$ cat src/rtl/serial_subtractor_pkg.sv
// Shared types for the bit-serial subtractor: FSM states and counter sizing.
package serial_subtractor_pkg;

  typedef enum logic [1:0] {
    IDLE = 2'd0,
    RUN  = 2'd1,
    DONE = 2'd2
  } state_t;

  function automatic int cnt_w(input int width);
    return $clog2(width);
  endfunction

endpackage

$ cat src/rtl/full_subtractor.sv
// One-bit full subtractor: d = a - b - b_in, with borrow out. Combinational, no backpressure.
module full_subtractor (
  input  logic a,
  input  logic b,
  input  logic b_in,
  output logic d,
  output logic b_out
);

  assign d     = a ^ b ^ b_in;
  assign b_out = (~a & b) | (~(a ^ b) & b_in);

endmodule

$ cat src/rtl/serial_subtractor.sv
// Bit-serial two's-complement subtractor, LSB first; result valid WIDTH cycles after accept, held until out_ready.
// One operation in flight (in_ready only in IDLE); define SERIAL_SUBTRACTOR_SAT_EN to saturate diff on overflow.
module serial_subtractor
  import serial_subtractor_pkg::*;
#(
  parameter int WIDTH = 16
) (
  input  logic             clk,
  input  logic             rst_n,
  input  logic             in_valid,
  output logic             in_ready,
  input  logic [WIDTH-1:0] a,
  input  logic [WIDTH-1:0] b,
  output logic             out_valid,
  input  logic             out_ready,
  output logic [WIDTH-1:0] diff,
  output logic             lt,
  output logic             eq,
  output logic             ovf
);

  localparam int CW = cnt_w(WIDTH);

  state_t           r_state;
  state_t           w_state_nxt;
  logic [WIDTH-1:0] r_a;
  logic [WIDTH-1:0] r_b;
  logic [WIDTH-1:0] r_diff;
  logic             r_borrow;
  logic [CW-1:0]    r_cnt;
  logic             r_lt;
  logic             r_eq;
  logic             r_ovf;

  logic             w_d;
  logic             w_bout;
  logic             w_last;
  logic             w_ovf;
  logic [WIDTH-1:0] w_diff_shift;
  logic [WIDTH-1:0] w_diff_final;

  full_subtractor u_fs (
    .a     (r_a[0]),
    .b     (r_b[0]),
    .b_in  (r_borrow),
    .d     (w_d),
    .b_out (w_bout)
  );

  assign w_last       = (r_cnt == CW'(WIDTH - 1));
  assign w_ovf        = r_borrow ^ w_bout;
  assign w_diff_shift = {w_d, r_diff[WIDTH-1:1]};

`ifdef SERIAL_SUBTRACTOR_SAT_EN
  localparam logic [WIDTH-1:0] SAT_MAX = {1'b0, {(WIDTH-1){1'b1}}};
  localparam logic [WIDTH-1:0] SAT_MIN = {1'b1, {(WIDTH-1){1'b0}}};
  // On the last RUN cycle r_a[0] is the minuend's sign bit.
  assign w_diff_final = w_ovf ? (r_a[0] ? SAT_MIN : SAT_MAX) : w_diff_shift;
`else
  assign w_diff_final = w_diff_shift;
`endif

  always_ff @(posedge clk or negedge rst_n) begin
    if (!rst_n) begin
      r_state <= IDLE;
    end else begin
      r_state <= w_state_nxt;
    end
  end

  always_comb begin
    w_state_nxt = r_state;
    case (r_state)
      IDLE:    if (in_valid)  w_state_nxt = RUN;
      RUN:     if (w_last)    w_state_nxt = DONE;
      DONE:    if (out_ready) w_state_nxt = IDLE;
      default: w_state_nxt = IDLE;
    endcase
  end

  always_ff @(posedge clk or negedge rst_n) begin
    if (!rst_n) begin
      r_a      <= '0;
      r_b      <= '0;
      r_diff   <= '0;
      r_borrow <= 1'b0;
      r_cnt    <= '0;
      r_lt     <= 1'b0;
      r_eq     <= 1'b0;
      r_ovf    <= 1'b0;
    end else begin
      case (r_state)
        IDLE: begin
          if (in_valid) begin
            r_a      <= a;
            r_b      <= b;
            r_borrow <= 1'b0;
            r_cnt    <= '0;
          end
        end
        RUN: begin
          r_a      <= {1'b0, r_a[WIDTH-1:1]};
          r_b      <= {1'b0, r_b[WIDTH-1:1]};
          r_borrow <= w_bout;
          r_cnt    <= r_cnt + 1'b1;
          if (w_last) begin
            r_diff <= w_diff_final;
            r_ovf  <= w_ovf;
            r_lt   <= w_d ^ w_ovf;
            r_eq   <= (w_diff_shift == '0);
          end else begin
            r_diff <= w_diff_shift;
          end
        end
        default: ;
      endcase
    end
  end

  assign in_ready  = (r_state == IDLE);
  assign out_valid = (r_state == DONE);
  assign diff      = r_diff;
  assign lt        = r_lt;
  assign eq        = r_eq;
  assign ovf       = r_ovf;

endmodule

$ cat config.mk
export PLATFORM = sky130hd
export DESIGN_NAME = serial_subtractor
export DESIGN_NICKNAME = d
export VERILOG_FILES = /design/src/rtl/serial_subtractor_pkg.sv /design/src/rtl/full_subtractor.sv /design/src/rtl/serial_subtractor.sv
export SDC_FILE = /design/constraint.sdc
export NUM_CORES = 1
export LEC_CHECK = 0
export BUFFER_PORTS_ARGS = -buffer_cell sky130_fd_sc_hd__buf_2
export CORE_MARGIN = 2
export CORE_UTILIZATION = 30
export CTS_CLUSTER_DIAMETER = 80
export DETAILED_ROUTE_END_ITERATION = 7
export PLACE_DENSITY_LB_ADDON = 0.12
export SLEW_MARGIN = 0
export SYNTH_ARGS = -nofsm -noshare
export SYNTH_HDL_FRONTEND = slang
export SYNTH_SLANG_ARGS = --single-unit
export TNS_END_PERCENT = 10
$ cat constraint.sdc
create_clock -name clk -period 1.9 [get_ports clk]
set_input_delay 0.095 -clock clk [delete_from_list [all_inputs] [get_ports clk]]
set_output_delay 0.095 -clock clk [all_outputs]
set_load 0.05 [all_outputs]
## Word level (Yosys, flattened, before mapping)

Index checks and enable logic that the tools add are counted.
W data, S select, Z words.

- Reduce and logical (&&, ||, !) cells: 6
- Add/subtract/negate cells: 1
- Equal/unequal tests: 6
- Mux-type cells: 12
- Bitwise gates (word level): 9

Operators by type and width:

| cell | number |
|---|---|
| $pmux W16 S2 | 2 |
| $mux W16 | 2 |
| $logic_not A16 Y1 | 1 |
| $pmux W4 S2 | 1 |
| $mux W2 | 3 |
| $pmux W2 S3 | 1 |
| $add A4 B1 Y4 const B | 1 |
| $eq A4 B4 Y1 const B | 1 |
| $mux W4 | 1 |
| $ne A2 B2 Y1 const B | 2 |
| $reduce_and A2 Y1 | 2 |
| $xor A1 B1 Y1 | 4 |
| $reduce_and A3 Y1 | 1 |
| $and A1 B1 Y1 | 2 |
| $eq A2 B1 Y1 const B | 1 |
| $eq A2 B2 Y1 const B | 1 |
| $logic_not A2 Y1 | 1 |
| $ne A2 B1 Y1 const B | 1 |
| $not A1 Y1 | 2 |
| $pmux W1 S2 | 1 |
| $reduce_bool A2 Y1 | 1 |
| $mux W1 | 1 |
| $or A1 B1 Y1 | 1 |

- Output and inout port bits: 21
- Flip-flop bits (word level): 58

## Longest topological paths before layout

- Word-level depth: 6
- Depth in mapped cells: 6
- Gate-level depth less buffers: 5

## By module

From an unflattened synthesis, not the netlist that was laid out.

- Cell total of the unflattened synthesis: 256
- Area, all modules: 2770.2 um2

By module, submodules not included:

| module | sequential area each (um2) | area an instance (um2) | cells each | instances |
|---|---|---|---|---|
| serial_subtractor | 1451.4 | 2738.9 | 252 | 1 |
| full_subtractor | 0.0 | 31.3 | 4 | 1 |

## Worst setup path before layout

Ideal clock, no wire load.

- Path type: reg-to-output
- Start point: register r_state[0]
- End point: output port in_ready
- Required time: 1805 ps
- Path slack: 416 ps
- Data arrival time: 1389 ps
- Buffers on the path: 2
- Cell stages (with the launch flop): 4
- Path through: dfrtp_1 -> buf_2 -> clkbuf_1 -> nor2_1

- Cells in the longest elaborated chain, start to end: 1

Ends and longest elaborated chain:

| what | line | RTL |
|---|---|---|
| start: declaration | serial_subtractor.sv:24 | `state_t r_state;` |
| start signal: assignment | serial_subtractor.sv:67 | `r_state <= w_state_nxt;` |
| $logic_not A2 Y1 | serial_subtractor.sv:120 | `assign in_ready = (r_state == IDLE);` |
| end: declaration | serial_subtractor.sv:11 | `output logic in_ready,` |

Every way passes these cells.

## Worst setup path after layout

Same ends and word-level chain as after synthesis.

==> flow_metrics.tcl <==
set metrics [dict create \
    status "finished, final reports clean" \
    drt_wl_total_um 7060 \
    p_clk_share_pct 20.4 \
    drt-pass1-iter-count 4 \
    grtUsageMet1_pct 20.2 \
    met2_usage_pct 23.5 \
    drv_cap 0 \
    fin_crit_ns 1.57 \
    cts_resized 0 \
    postSynthCellCount 292 \
    hold_depth 2 \
    p_sw_mw 2.67 \
    hpwl_um 4470 \
    setup_viol 0 \
    pre_cts_ws_ns 0.414 \
    r2r_cells 5 \
    fin_ws_ns 0.327 \
    netlist_top_cells_area "dfrtp_1 51%, a22oi_1 8.0%, nand2_1 6.8%, a21oi_1 5.5%, nor2b_1 4.6%" \
    ys_ff_latch 58 \
    yosysUniqueCellTypes 30 \
    cts_tree "done" \
    cts.path.max_buffers 2 \
    post_cts_buffers 0 \
    syn-mean-instance-area_um2 9.68 \
    grt_most_used_layer "met2" \
    critPathKind "flop to primary output" \
    rows 35 \
    power.leakage_nw 1.67 \
    grt_use_total_pct 15.1 \
    routed_via_density 4.91 \
    core_area_um2 9200 \
    final_nets 388 \
    p_seq_share_pct 36.9 \
    cts_hold_buffers 1 \
    cp.arrival_ns 1.48 \
    grt_pass1_vias 2379 \
    p_sw_share_pct 44.4 \
    critPathSlowestCell "dfrtp_1" \
    yosys.area.top_type "dfrtp_1" \
    clock_sinks 58 \
    crit_chain "buf_4 -> nor2_1 -> buf_2" \
    io_pins 57 \
    path_clk_slew_ns 0.06 \
    die_w_um 101 \
    skew_ns 0.00950 \
    crit_required_ns 1.80 \
    synth_top_area_share_pct 51.3 \
    post-route-period-util_pct 82.8 \
    cpPeakStageDelay_ns 0.49 \
    peakVddDrop_uv 446 \
    worst_slew_pin_slew_ns 0.626 \
    start_util_pct 30.7 \
    tns_ns 0 \
    grt_first_pass_wirelength_um 12000 \
    synth.net_count 331 \
    n_antenna_cell 0 \
    root_buffer "clkbuf_8" \
    clk_latency_ns 0.34 \
    drive_above_1_share_pct 24.9 \
    r2r_setup_slack_ns 0.40 \
    wire_per_inst_um 15.2 \
    gp_congestion 0.702 \
    cts_buffers 9 \
    grtUsageMet3_pct 3.40 \
    yosys_warnings 0 \
    drc_errors 0 \
    antenna_found_initial 0 \
    endpoint_kind "primary output" \
    fmax_mhz 636 \
    grt_max_degree 59 \
    syn_to_final_growth_pct 21.1 \
    comb_power_share_pct 42.7 \
    cp_max_fo 21 \
    ys_seq_area_share_pct 51.3 \
    die_h_um 101 \
    hp-class "input pin to flop" \
    rsz0062_at_grt "false" \
    first_iter_violations 92 \
    syn_area_um2 2830 \
    critPathLaunchType "flop" \
    hold_violations 0 \
    maxSlewHeadroom_pct 58.3 \
    p_int_mw 3.34 \
    drv_slew 0 \
    grt_overflow_total 0 \
    htree_levels 3 \
    power_density_nw_per_um2 1750 \
    vias 2278 \
    io_buffer_count 56 \
    dieArea_um2 10200 \
    antenna_left 0 \
]
==> sequential cells by signal, summed over array words and instances, names as in the netlist <==
name      count
diff         16
eq            1
lt            1
ovf           1
r_a          16
r_b          16
r_borrow      1
r_cnt         4
r_state       2
==> cells by family (layout without fill, tap and decap cells) <==
| kind of cell | after synthesis | count (layout) | share of synthesized area, % |
|---|---|---|---|
| adder cells (fa/ha/maj) | 3 | 3 | 1.86 |
| multiplexers | 5 | 5 | 1.90 |
| flip-flops | 58 | 58 | 51.3 |
| AND/OR/NAND/NOR | 96 | 96 | 17.4 |
| AO/OA/AOI/OAI | 102 | 102 | 21.7 |
| buffers and inverters | 27 | 88 | 5.49 |
| XOR/XNOR | 1 | 1 | 0.310 |
==> stage by stage <==
| stage | total power [mW] | std cells | hold WS, ns | util [%] | area [um^2] |
|---|---|---|---|---|---|
| floorplan | 4.15 | 292 | -0.201 | - | 2830 |
| global placement | 4.80 | 448 | 0.139 | 34.9 | 3210 |
| detailed placement | 4.83 | 448 | 0.134 | 34.9 | 3210 |
| CTS | 6.07 | 464 | 0.000155 | 37.2 | 3420 |
| global route | 6.48 | 464 | 0.0201 | 37.2 | 3420 |
| finish | 6.01 | 464 | 0.0150 | 37.2 | 3420 |
==> path summary, 6_finish.rpt <==
check | end | startpoint
min reg2reg | diff[0]$_DFFE_PN0P_ | diff[0]$_DFFE_PN0P_
max | in_ready | r_state[0]$_DFFE_PN0P_
min in group asynchronous | r_b[2]$_DFFE_PN0P_ | rst_n
min | r_state[1]$_DFFE_PN0P_ | out_ready
max reg2reg | eq$_DFFE_PN0P_ | r_a[0]$_DFFE_PN0P_
max in group asynchronous | r_a[13]$_DFFE_PN0P_ | rst_n
==> power by group through the flow <==
stage	Sequential, mW	Combinational (mW)	Clock (mW)
floorplan	2.68	1.47	0
global placement	2.23	2.57	0
detailed placement	2.23	2.60	0
CTS	2.22	2.60	1.26
global route	2.30	2.87	1.31
finish	2.22	2.57	1.22
==> per-layer routing <==
metal | wire length [um] | up-vias
met2 | 3170 | 52
li1 | - | 1132
met4 | 106 | 0
met1 | 3470 | 1084
met3 | 312 | 10
met5 | 0 | -
==> layout make-up <==
class	count	area [um^2]
sequential	58	1450
clock inverter	6	82.6
multi-input combinational	207	1220
tap	111	139
timing repair buffer	68	385
inverter	5	18.8
fill	957	5770
clock buffer	9	124
==> critical path: cells and delay by family (launching register included) <==
family,cells,cell delay (ns)
simple gates,1,0.12
buf+inv,2,0.53
flops,1,0.49
==> cell usage in the layout (no fill, tap or decap), types with 3 or more instances in the layout <==
cell type	n
dfrtp_1	58
buf_2	56
nand2_1	51
a21oi_1	31
a22oi_1	30
o21ai_0	26
nor2b_1	20
and2b_1	11
buf_4	10
clkbuf_8	9
o21ai_1	8
inv_1	5
a22o_1	4
nor4_1	4
nor2_1	3
clkinv_2	3
==> cell usage after synthesis <==
master     number
buf_4           1
dfrtp_1        58
mux2_2          2
a41oi_1         1
o21ai_0        26
nand3_1         1
o21bai_2        1
a21oi_1        31
buf_6           5
nor4_1          4
buf_2          10
nand4_2         1
o21ai_1         8
nor2b_4         1
nor2b_1        21
a2bb2oi_1       1
fa_1            2
clkbuf_1        6
xor2_1          1
a22oi_1        30
nand4_1         1
nand2_1        51
nor2_1          3
inv_1           5
and2b_1        11
a22o_1          4
mux2_1          1
mux2i_1         2
nand2b_1        2
ha_1            1
Power figures use the tool's default switching activity.
